### src/rtl/div_unit_pkg.sv
// Shared CPU arithmetic package: word width, multicycle unit state encodings, helpers.
// Latency: n/a (types, constants and a purely combinational function).
// Backpressure: n/a.
package div_unit_pkg;

  localparam int WORD_W = 32;

  // Divider state encoding.
  localparam logic [1:0] DIV_IDLE = 2'd0;
  localparam logic [1:0] DIV_RUN  = 2'd1;
  localparam logic [1:0] DIV_FIX  = 2'd2;

  // The multiplier reuses the same state/handshake scheme and word width.
  localparam int         MULT_W    = WORD_W;
  localparam logic [1:0] MULT_IDLE = DIV_IDLE;
  localparam logic [1:0] MULT_RUN  = DIV_RUN;
  localparam logic [1:0] MULT_FIX  = DIV_FIX;

  typedef enum logic [1:0] {
    ST_IDLE = DIV_IDLE,
    ST_RUN  = DIV_RUN,
    ST_FIX  = DIV_FIX
  } div_state_t;

  // Magnitude plus the original sign bit of a two's-complement word.
  typedef struct packed {
    logic              sign;
    logic [WORD_W-1:0] mag;
  } abs_t;

  // |x| as unsigned; the most negative value maps onto itself (0x80000000).
  function automatic abs_t twos_abs(input logic [WORD_W-1:0] x);
    abs_t r;
    r.sign = x[WORD_W-1];
    r.mag  = r.sign ? (~x + 1'b1) : x;
    return r;
  endfunction

endpackage

### src/rtl/div_unit.sv
// Multicycle signed divider (truncating quotient -> lo, dividend-signed remainder -> hi).
// Latency: done pulses 33 cycles after the start edge; divide-by-zero reports the next cycle.
// Backpressure: none; div_start is ignored while busy, no queueing.
module div_unit
  import div_unit_pkg::*;
#(
  parameter int WIDTH = WORD_W
) (
  input  logic             clk,
  input  logic             reset,
  input  logic             div_start,
  input  logic [WIDTH-1:0] dividend,
  input  logic [WIDTH-1:0] divisor,
  output logic [WIDTH-1:0] hi,
  output logic [WIDTH-1:0] lo,
  output logic             busy,
  output logic             done,
  output logic             div_zero
);

  localparam int             CNT_W = $clog2(WIDTH);
  localparam logic [CNT_W-1:0] LAST = CNT_W'(WIDTH - 1);

  div_state_t       state, state_nxt;
  logic [CNT_W-1:0] count;
  logic [WIDTH-1:0] rem, quot, dvsr;
  logic             sign_q, sign_r;
  abs_t             a_abs, b_abs;
  logic [WIDTH:0]   rem_sh, trial;
  logic             start_ok, start_zero;

  // Operand magnitudes, start qualification and one restoring-division trial step.
  always_comb begin
    a_abs      = twos_abs(dividend);
    b_abs      = twos_abs(divisor);
    start_ok   = (state == ST_IDLE) && div_start && (divisor != '0);
    start_zero = (state == ST_IDLE) && div_start && (divisor == '0);
    rem_sh     = {rem, quot[WIDTH-1]};
    trial      = rem_sh - {1'b0, dvsr};
  end

  // State register.
  always_ff @(posedge clk or negedge reset) begin
    if (!reset) state <= ST_IDLE;
    else        state <= state_nxt;
  end

  // Next-state logic: exactly WIDTH RUN cycles, then one FIX cycle.
  always_comb begin
    state_nxt = state;
    case (state)
      ST_IDLE: if (start_ok) state_nxt = ST_RUN;
      ST_RUN:  if (count == LAST) state_nxt = ST_FIX;
      ST_FIX:  state_nxt = ST_IDLE;
      default: state_nxt = ST_IDLE;
    endcase
  end

  // Datapath: operand capture, shift/subtract steps, sign fix-up and status pulses.
  always_ff @(posedge clk or negedge reset) begin
    if (!reset) begin
      count    <= '0;
      rem      <= '0;
      quot     <= '0;
      dvsr     <= '0;
      sign_q   <= 1'b0;
      sign_r   <= 1'b0;
      hi       <= '0;
      lo       <= '0;
      done     <= 1'b0;
      div_zero <= 1'b0;
    end else begin
      done     <= 1'b0;
      div_zero <= 1'b0;
      case (state)
        ST_IDLE: begin
          if (start_zero) begin
            done     <= 1'b1;
            div_zero <= 1'b1;
          end else if (start_ok) begin
            sign_q <= a_abs.sign ^ b_abs.sign;
            sign_r <= a_abs.sign;
            quot   <= a_abs.mag;
            dvsr   <= b_abs.mag;
            rem    <= '0;
            count  <= '0;
          end
        end
        ST_RUN: begin
          // Negative trial (top bit set) means restore the shifted remainder.
          rem   <= trial[WIDTH] ? rem_sh[WIDTH-1:0] : trial[WIDTH-1:0];
          quot  <= {quot[WIDTH-2:0], ~trial[WIDTH]};
          count <= count + 1'b1;
        end
        ST_FIX: begin
          lo   <= sign_q ? (~quot + 1'b1) : quot;
          hi   <= sign_r ? (~rem + 1'b1) : rem;
          done <= 1'b1;
        end
        default: ;
      endcase
    end
  end

  // Busy covers the RUN and FIX cycles only.
  always_comb busy = (state != ST_IDLE);

endmodule

### config.mk
export PLATFORM = sky130hd
export DESIGN_NAME = div_unit
export DESIGN_NICKNAME = d
export VERILOG_FILES = /design/src/rtl/div_unit_pkg.sv /design/src/rtl/div_unit.sv
export SDC_FILE = /design/constraint.sdc
export NUM_CORES = 1
export LEC_CHECK = 0
export ABC_AREA = 1
export CELL_PAD_IN_SITES_DETAIL_PLACEMENT = 0
export CELL_PAD_IN_SITES_GLOBAL_PLACEMENT = 1
export CORE_ASPECT_RATIO = 1.2
export CORE_MARGIN = 2
export CORE_UTILIZATION = 45
export CTS_BUF_LIST = sky130_fd_sc_hd__clkbuf_8 sky130_fd_sc_hd__clkbuf_16
export CTS_CLUSTER_SIZE = 20
export DETAILED_ROUTE_END_ITERATION = 8
export GPL_ROUTABILITY_DRIVEN = 0
export PLACE_DENSITY_LB_ADDON = 0.1
export SYNTH_ARGS = -nofsm -noshare
export SYNTH_HDL_FRONTEND = slang
export SYNTH_SLANG_ARGS = --single-unit
### constraint.sdc
create_clock -name clk -period 6.9 [get_ports clk]
set_input_delay 1.38 -clock clk [delete_from_list [all_inputs] [get_ports clk]]
set_output_delay 1.38 -clock clk [all_outputs]
set_load 0.01 [all_outputs]
* Word level (Yosys, flattened, before mapping)
Cells that the tools add are included.
** Word-level totals
- Register bits after elaboration :: 171
- Output and inout bits :: 67
- Word-level logic and storage cells :: 61
** Operators by class
- Mux-type cells :: 20
- Equal/unequal tests :: 6
- Add/sub/neg operators :: 6
- Bitwise gates (word level) :: 7
- Reduce and logical (&&, ||, !) cells :: 11
** Operator list (number)
- 32-bit two-way mux :: 9
- 32-bit by 1-bit adder with 32-bit output (second input constant) :: 4
- 32-bit inverter :: 4
- 32-bit case mux with 2 select lines :: 2
- 33-bit by 32-bit subtractor with 33-bit output :: 1
- 32-bit logical NOT :: 1
- 32-bit nonzero test :: 1
- 5-bit two-way mux :: 2
- 5-bit case mux with 2 select lines :: 1
- 2-bit inequality test (second input constant) :: 3
- 3-bit AND reduction :: 2
- 5-bit by 1-bit adder with 5-bit output (second input constant) :: 1
- 5-bit == test (second input constant) :: 1
- 2-bit two-way mux :: 2
- 2-bit case mux with 2 select lines :: 1
- 2-bit nonzero test :: 2
- 1-bit logical AND :: 3
- 2-bit by 1-bit == test with 1-bit output (second input constant) :: 1
- 2-bit == test (second input constant) :: 1
- 2-bit logical NOT :: 1
- 1-bit two-way mux :: 2
- 1-bit inverter :: 2
- 1-bit case mux with 2 select lines :: 1
- 2-bit AND reduction :: 1
- 1-bit bitwise XOR :: 1

* Depth between registers and ports, before layout
Gate-level depths: netlist of the first run.
- Depth in word-level cells :: 6
- Gate-level depth with buffers :: 18
- Gate-level depth less buffers :: 17

* Worst setup path before layout of the first run
OpenSTA, ideal clock, no wires.
- Path kind :: input -> register
- From :: input port dividend[0]
- To :: register quot[30]
- Required time :: 6770 ps
- Arrival :: 2665 ps
- Setup time :: 130 ps
- Slack :: 4105 ps
- Stages on the path :: 10
- Cells stage by stage :: inv_1 ha_1 nand3_1 nor2_1 nand2_1 o21ai_2 nand3_1 or2_2 nand3_1 o211ai_1
** On the way
- Word-level cells in the longest chain between the ends :: 6
** Ends and longest elaborated chain
- start, declared :: line div_unit.sv:12 : input logic [WIDTH-1:0] dividend,
- 32-bit inverter :: line div_unit_pkg.sv:35 : r.mag = r.sign ? (~x + 1'b1) : x;
- 32-bit by 1-bit adder with 32-bit output :: line div_unit_pkg.sv:35
- 32-bit two-way mux :: line div_unit_pkg.sv:35
- 32-bit two-way mux :: line div_unit.sv:80 : end else if (start_ok) begin
- 32-bit two-way mux :: line div_unit.sv:77 : if (start_zero) begin
- 32-bit case mux with 2 select lines :: line div_unit.sv:75 : case (state)
- end signal, assigned :: line div_unit.sv:83 : quot <= a_abs.mag;
- end signal, assigned :: line div_unit.sv:92 : quot <= {quot[WIDTH-2:0], ~trial[WIDTH]};
- end, declared :: line div_unit.sv:26 : logic [WIDTH-1:0] rem, quot, dvsr;
Every way passes these cells. The select of a mux whose other input is x is not followed.
A chain may end at the register's enable or synchronous reset.

* Worst setup path in the final report of the first run
- From :: input port divisor[13]
- To :: register rem[24]
** On the way
- Word-level cells in the longest chain between the ends :: 4
** Ends and longest elaborated chain
- start, declared :: line div_unit.sv:13 : input logic [WIDTH-1:0] divisor,
- 32-bit logical NOT or 32-bit nonzero test (tied branches) :: line div_unit.sv:37, div_unit.sv:36
- 1-bit logical AND (on tied branches) :: line div_unit.sv:37, div_unit.sv:36
- 2-bit inequality test (no source line)
- 3-bit AND reduction (no source line) (*)
- end signal, assigned :: line div_unit.sv:91 : rem <= trial[WIDTH] ? rem_sh[WIDTH-1:0] : trial[WIDTH-1:0];
- end, declared :: line div_unit.sv:26
Mark *: on every way between the ends. The rest lies on a longest branch, timed or not.

==> impl_metrics.ini, run 1 <==
[status]
status = complete, no violations

[sta]
finalSetupTns_ps = 0
setup_viol = 0
maxSlewViolCount = 0
layout_setup_ws_ps = 3160
final_hold_viol_count = 0
fmax_mhz = 267
clock_skew_ps = 21.5
worst_pin_slew_ps = 1200
period_needed_ps = 3740
fin_crit_sh = 0.542
rsz0062_at_grt = no
slew_headroom = 0.198
whs_ps = 485

[logic_synthesis]
ys_seq_area_frac = 0.325
synth_cells = 2013
synth_most_common_cell = nand2_1
synth_ff_type = dfrtp_1
synth_area_um2 = 13200
ys_async_sr_fraction = 1.00
synth_top_cells_by_count = nand2_1, inv_1, nand3_1
synth_edf_count = 0
synth_top_area_frac = 0.325
syn_area_per_cell_um2 = 6.54
yosysWarnings = 0
syn-num-nets = 2119
synth.area.top_cells = dfrtp_1, nand2_1, inv_1
yosys.area.top_type = dfrtp_1
synth_cell_types = 47
ys_ff_latch = 171

[finish]
antenna_cells = 0
areaGrowthSynthToFinish_pct = 16.5
finalNetCount = 2221
final_util = 0.533
fillers = 3001
drive_above_1_share = 0.0550

[pwr]
ir_worst_vdd_uv = 265
p_seq_frac = 0.248
switchingPower_uw = 4010
p_leak_uw = 0.00772
intPower_uw = 3420
p_per_area_nw_per_um2 = 484
switching_share = 0.540
power_frac_clock = 0.129
power.combinational.fraction = 0.623

[route]
dr_wl_met3_um = 1470
wirelength_um = 41600
viasPerCell = 5.21
ant_nets = 0
first_pass_iters = 5
wl_met1_um = 17500
top_layer = met4
wire_per_inst_um = 16.6
wl_met2_um = 20600
drt_iter0_drc = 930
drcViolationCount = 0
vias = 13100

[clocking]
cts_hold_buf = 0
post_cts_buffers = 0
clkSlewWorstSetupHoldPaths_ps = 80
clock_latency_ps = 450
cts-root-buf = clkbuf_16
cts_tree = built
clock_path_buffers = 2
cts_buffers = 17
ctsResizeCount = 0
cts.sinks = 171
htree_num_levels = 4

[floorplan]
die_h_um = 191
core.rowCount = 68
die_area_um2 = 30600
ioPinCount = 134
die_w_um = 160
start_util = 0.458
coreArea_um2 = 28800

[setup_path]
cp-end-kind = register
setup.worst_path.start_class = input pin
slowest_delay_ps = 890
cp.arrival_ps = 4120
criticalPathCategory = input pin to register
worstPathRequired_ps = 7280
slowest_stage = nor2_4
cp_common_cell = nand2_1
cp_max_fo = 51
worstPathCellList = clkdlybuf4s50_1, nor2_1, nand2_1, nor2_1, nand2_1, nor2_1, nor2_4, nor2_4, buf_4, nand2_1, nand2_1

[global_routing]
grt_pass1_wl_um = 66600
track_usage = 0.278
grt_max_degree = 73
antenna_found_initial = 0
grt_pass1_vias = 12600
overflow = 0

[min_path]
min_path_type = register to register

[flow_run]
max_cap_viol_count = 0

[placed_design]
place_ws_ps = 2760
numPortBuffers = 133
dpl.hpwl_um = 33400
[power by group through the flow]
stage	registers, uW	logic, uW	clock network [uW]
6_report	1840	4630	957
5_1_grt	1870	5240	1020
4_1_cts	1840	4630	973
3_5_place_dp	1860	4620	0
3_3_place_gp	1850	4550	0
2_1_floorplan	1620	3520	0
[stage by stage]
stage	power, uW	area, um^2	cells
3_5_place_dp	6470	14800	2481
3_3_place_gp	6400	14800	2481
6_report	7430	15300	2513
5_1_grt	8120	15300	2513
4_1_cts	7440	15300	2513
2_1_floorplan	5140	13200	2013
[per-layer routing]
| metal | vias up | GRT usage |
|---|---|---|
| met2 | 311 | 0.493 |
| li1 | 6616 | - |
| met5 | - | 0 |
| met1 | 6064 | 0.336 |
| met4 | 0 | 0.134 |
| met3 | 94 | 0.0325 |
[cells by family (layout without fill, tap and decap cells)]
kind of cell / after synthesis / after routing / synth area share
compound gates: 216 / 216 / 0.0969
xor+xnor: 76 / 76 / 0.0506
fa+ha+maj: 39 / 39 / 0.0376
buf+inv: 339 / 454 / 0.103
flops: 171 / 171 / 0.325
simple gates: 1172 / 1172 / 0.387
[cell type report]
class                           instances  area [um^2]  area share
Tap cell                              385          482      0.0314
Clock inverter                         15          156      0.0102
Timing Repair Buffer                  142         1400      0.0913
Multi-Input combinational cell       1503         7540       0.492
Clock buffer                           17          425      0.0277
Inverter                              280         1050      0.0685
Sequential cell                       171         4280       0.279
[flip-flops by register name, indices dropped and copies added, names as in the netlist]
signal    cells
dvsr         32
sign_q        1
quot         32
lo           32
sign_r        1
done          1
state         2
div_zero      1
hi           32
count         5
rem          32
[placed cells by master, fill, tap and decap left out, types with 6 or more instances in the layout]
master,Yosys,layout
nand2_1,651,651
inv_1,271,271
nand3_1,195,195
nor2_1,184,183
dfrtp_1,171,171
clkdlybuf4s50_1,0,132
o21ai_0,110,110
xor2_1,65,65
ha_1,38,38
a21oi_1,35,35
nand2_2,29,29
nand4_1,28,28
o211ai_1,25,25
nor3_1,24,24
nand3b_1,18,18
clkbuf_16,0,17
xnor2_1,11,11
a31oi_1,11,11
o221ai_1,11,11
or2_2,9,9
buf_4,3,9
inv_2,8,8
nand2_4,6,6
[worst paths after layout]
| check | cells past startpoint | end | startpoint | slack, ps |
|---|---|---|---|---|
| min in group asynchronous | 1 | dvsr[16] | reset | 940 |
| setup / recovery | 11 | rem[24] | divisor[13] | 3160 |
| hold reg to reg | 2 | hi[28] | hi[28] | 490 |
| max in group asynchronous | 2 | hi[26] | reset | 4710 |
| setup reg to reg | 6 | rem[24] | state[0] | 3920 |
| hold / removal | 2 | hi[28] | hi[28] | 490 |
[worst max-delay path: cells and delay by family]
| kind | cells | cell delay (ps) |
|---|---|---|
| buffers and inverters | 2 | 830 |
| AND/OR/NAND/NOR | 9 | 1880 |
Note: power is estimated with default switching activity, not from simulation.
==> run 2, diff against run 1 <==
CORE_UTILIZATION = 38   (was 45)
clock period = 3.33 ns   (was 6.9 ns; I/O delays follow)
==> run 2 against run 1 <==
- worst hold slack got worse by 240 ps
- combinational power increased by 110%
- cell count up 3.4%
- highest routed layer is now met5
- flip-flop and latch count stayed put
- critical path depth grew 5
- die area increased by 18%
- non-clock buffer count grew 14
- first-iteration DRC count down 8.2%
==> impl_metrics.ini, run 2 (synthesis gave the netlist of run 1 again) <==
[finish]
areaGrowthSynthToFinish_pct = 18.6
finalNetCount = 2235
final_cells = 2598
drive_above_1_share = 0.0607
final_common_cell = nand2_1
antenna_cells = 0
final_cell_mix = nand2_1, inv_1, nand3_1

[sta]
finalSetupTns_ps = 0
fmax_mhz = 371
maxSlewViolCount = 0
clock_skew_ps = 14.5
period_needed_ps = 2700
rsz0062_at_grt = no
slew_headroom = 0.249
layout_setup_ws_ps = 634
final_hold_viol_count = 0
worst_pin_slew_ps = 1130
fin_crit_sh = 0.810
setup_viol = 0

[pwr]
intPower_uw = 7310
p_per_area_nw_per_um2 = 1000
p_seq_frac = 0.242
ir_worst_vdd_uv = 525
switching_share = 0.534
p_leak_uw = 0.00782
power.combinational.fraction = 0.626
switchingPower_uw = 8370
power_frac_clock = 0.132

[setup_path]
cp.arrival_ps = 3030
slowest_stage = dfrtp_1
setup.worst_path.start_class = register
slowest_delay_ps = 480
worstPathCellList = ha_1, fa_1, inv_1, nand2_1, nand2_1, nand3_1, nand2_2, nand2_4, nand2_4, nand2_4, nand2_4, nand2_4, nand2_4, nand3_1, nand2_1, nand2_1
cp-end-kind = register
cp_common_cell = nand2_4
cp.buffers_inverters = 1
cp_max_fo = 16
criticalPathCategory = register to register
cpLargestDelayFamily = simple AND/OR/NAND/NOR gates
worstPathRequired_ps = 3660

[global_routing]
overflow = 0
grt_pass1_wl_um = 70300
grt_pass1_vias = 13000
grt_use_met2 = 0.444
grt-busiest-layer = met2
track_usage = 0.249
grt_max_degree = 77
met3_usage = 0.0307
antenna_found_initial = 1
grt.met1_usage = 0.301

[clocking]
cts.sinks = 171
htree_num_levels = 4
clock_latency_ps = 450
clock_path_buffers = 2
clkSlewWorstSetupHoldPaths_ps = 70
cts_tree = built
post_cts_buffers = 0
cts_buffers = 17
ctsResizeCount = 0
cts_hold_buf = 0
cts-root-buf = clkbuf_16

[route]
vias = 13000
drcViolationCount = 0
viasPerCell = 5.02
ant_nets = 0
wirelength_um = 44200
first_pass_iters = 6
drt_iter0_drc = 854
wire_per_inst_um = 17.0

[status]
status = complete, no violations

[placed_design]
place_ws_ps = 415
place_inst = 2566
numPortBuffers = 133
dpl.hpwl_um = 35600

[floorplan]
core.rowCount = 74
ioPinCount = 134
die_w_um = 174
die_h_um = 208
start_util = 0.386
die_area_um2 = 36200
coreArea_um2 = 34100

[flow_run]
max_cap_viol_count = 0

[min_path]
min_path_type = input pin to async pin
==> run 2: changes by cell type in the layout (fill, tap and decap cells not counted) <==
cell	previous run	this run
buf_12	0	5
clkbuf_8	0	1
clkinv_8	3	1
inv_8	4	1
inv_6	3	4
clkinvlp_4	0	1
bufinv_16	0	2
clkinv_4	3	2
inv_1	271	272
buf_4	9	18
==> run 2: layout make-up <==
cell class / count / area (um^2)
fillers: 3648 / 18500
multi-input cells: 1503 / 7540
flip-flops and latches: 171 / 4280
repair buffers: 156 / 1570
inverters: 280 / 1050
well taps: 456 / 571
clock buffers: 18 / 439
clock inverters: 14 / 161
==> run 2: per-layer routing <==
layer / part of all wire / up-vias
met5: 0.00025 / -
met4: 0.037 / 2
met3: 0.035 / 72
li1: - / 6641
met1: 0.43 / 6013
met2: 0.50 / 311
==> run 2: power by group through the flow <==
stage	Clock [uW]	Combinational [uW]	Sequential, uW
6_report	2070	9820	3800
5_1_grt	2200	11100	3860
4_1_cts	2120	9900	3800
3_5_place_dp	0	9860	3830
3_3_place_gp	0	9760	3830
2_1_floorplan	0	7290	3360
==> run 2: worst paths after layout <==
path | slack [ps] | to | cells after the start | startpoint
worst max-delay path | 630 | rem[30] | 16 | dvsr[0]
worst min-delay path | 250 | done | 1 | reset
worst max register to register | 630 | rem[30] | 16 | dvsr[0]
worst min register to register | 480 | hi[10] | 2 | hi[10]
max in group asynchronous | 2220 | lo[20] | 2 | reset
min in group clk | 480 | hi[10] | 2 | hi[10]
==> run 2: metrics by stage <==
step / area (um^2) / total power [uW] / utilization / hold WS (ps)
after global routing: 15600 / 17200 / 0.458 / 295
after detailed placement: 15000 / 13700 / 0.441 / 470
after global placement: 15000 / 13600 / 0.441 / 466
final: 15600 / 15700 / 0.458 / 246
after floorplan: 13200 / 10700 / - / 370
after CTS: 15600 / 15800 / 0.458 / 263
==> run 3, diff against run 2 <==
clock period = 2.3 ns   (was 3.33 ns; I/O delays follow)
==> run 3 against run 2 <==
- the flow now finishes with violations (negative setup slack)
- die area is the same
- wire length grew 6.6%
- largest power group unchanged
- worst hold slack gained 230 ps
- cell count grew 7.4%
- clock skew grew 5.8 ps
- sequential power grew 37%
- first-iteration DRC count grew 17%
- design area grew 13%
- combinational power grew 85%
- via count grew 6.4%
- total power grew 68%
- register-to-register slack lost 670 ps
==> impl_metrics.ini, run 3 (synthesis gave the netlist of run 1 again) <==
[setup_path]
setup.worst_path.start_class = register
cp-end-kind = register
cp.arrival_ps = 2680
slowest_stage = dfrtp_1
criticalPathCategory = register to register
cp_max_fo = 7
worstPathRequired_ps = 2640
worstPathCellList = ha_4, fa_2, inv_2, nand2_2, nand2_2, nand3_2, nand2_2, nand2_4, nand2_4, nand2_4, buf_6, nand3_4, buf_16, nand3_2, nand3_1, nand2_1
slowest_delay_ps = 420

[flow_run]
max_cap_viol_count = 0

[clocking]
cts_tree = built
clock_path_buffers = 2
htree_num_levels = 4
cts_buffers = 17
cts.sinks = 171
clkSlewWorstSetupHoldPaths_ps = 80
clock_latency_ps = 450
cts-root-buf = clkbuf_16

[floorplan]
die_area_um2 = 36200
die_h_um = 208
die_w_um = 174
core.rowCount = 74
coreArea_um2 = 34100
start_util = 0.386
ioPinCount = 134

[route]
wire_per_inst_um = 16.9
drcViolationCount = 0
vias = 13900
ant_nets = 0
first_pass_iters = 6
viasPerCell = 4.97
wirelength_um = 47100
drt_iter0_drc = 999

[sta]
fin_crit_sh = 1.02
setup_viol = 12
final_hold_viol_count = 0
rsz0062_at_grt = yes
worst_pin_slew_ps = 561
layout_setup_ws_ps = -40.7
fmax_mhz = 427
clock_skew_ps = 20.3
period_needed_ps = 2340
slew_headroom = 0.626
maxSlewViolCount = 0

[finish]
final_cells = 2791
final_common_cell = nand2_1
multi_input_area_um2 = 7970
seq_area_um2 = 4280
final_cell_mix = nand2_1, inv_1, buf_4
finalNetCount = 2428
antenna_cells = 0
fillers = 3533
areaGrowthSynthToFinish_pct = 33.7
drive_above_1_share = 0.171

[pwr]
switching_share = 0.513
power.combinational.fraction = 0.693
switchingPower_uw = 13500
p_total_uw = 26300
intPower_uw = 12800
power_frac_clock = 0.110
p_per_area_nw_per_um2 = 1490
p_seq_frac = 0.197
ir_worst_vdd_uv = 661
p_leak_uw = 0.00885

[status]
violations = negative setup slack
status = complete, but fails checks

[global_routing]
overflow = 0
grt_pass1_wl_um = 74300
grt_max_degree = 54
grt_pass1_vias = 13800
track_usage = 0.263
antenna_found_initial = 0

[placed_design]
place_inst = 2743
place_ws_ps = -263
dpl.hpwl_um = 37600
numPortBuffers = 133

[min_path]
min_path_type = register to register
==> run 3: changes by cell type in the layout (fill, tap and decap cells not counted), sizes merged <==
cell / before / now
inv: 285 / 288
dlygate4sd3: 0 / 1
bufinv: 2 / 1
clkbuf: 18 / 17
buf: 24 / 214
clkinv: 6 / 5
nand2: 688 / 690
==> run 3: per-layer routing <==
layer / vias to the layer above / track usage / wire length (um)
met4: 0 / 0.132 / 2310
met5: - / 0 / 0
met1: 6419 / 0.323 / 20200
met2: 337 / 0.458 / 23100
met3: 92 / 0.0265 / 1520
li1: 7021 / - / -
==> run 3: path summary, 6_finish.rpt <==
kind / startpoint / to / slack, ps / cells after the start
worst max-delay path: dvsr[0] / rem[26] / -40 / 16
worst min-delay path: lo[28] / lo[28] / 480 / 2
worst max register to register: dvsr[0] / rem[26] / -40 / 16
worst min register to register: lo[28] / lo[28] / 480 / 2
max in group asynchronous: reset / hi[13] / 1060 / 3
min in group asynchronous: reset / dvsr[8] / 580 / 2
==> run 3: cell type report <==
class                      instances  share of cell area
multi-input combinational       1505               0.453
sequential                       171               0.243
timing repair buffer             347               0.179
inverter                         280              0.0597
tap                              456              0.0324
clock buffer                      17              0.0242
clock inverter                    15             0.00789
==> run 3: repair_timing <==
item                       CTS  global route
pin swaps                    8            27
hold endpoints to repair    40             0
hold buffers                 1             0
cloned                       3             0
setup endpoints to repair   33            41
setup buffers                7             5
resized for setup           27            67
==> run 3: critical path: cells and delay by family, from the launching register on <==
kind          cells  cell delay (ps)
fa+ha+maj         2              580
buf+inv           3              360
flops             1              420
simple gates     11              860
==> run 3: per-stage QoR <==
stage / setup TNS [ps] / hold WS [ps] / utilization / cell area [um^2]
after floorplan: 0 / 164 / - / 13200
after global placement: -8540 / 413 / 0.483 / 16400
after detailed placement: -11220 / 421 / 0.483 / 16400
after CTS: 0 / 486 / 0.507 / 17300
after global routing: -2970 / 516 / 0.516 / 17600
final: -228 / 481 / 0.516 / 17600
==> run 3: power groups by stage <==
stage	Combinational, uW	Sequential, uW	Clock [uW]
after floorplan	10600	4870	0
final	18200	5190	2900
after global placement	16500	5150	0
after global routing	20200	5290	3050
after detailed placement	16700	5160	0
after CTS	17400	5150	2940
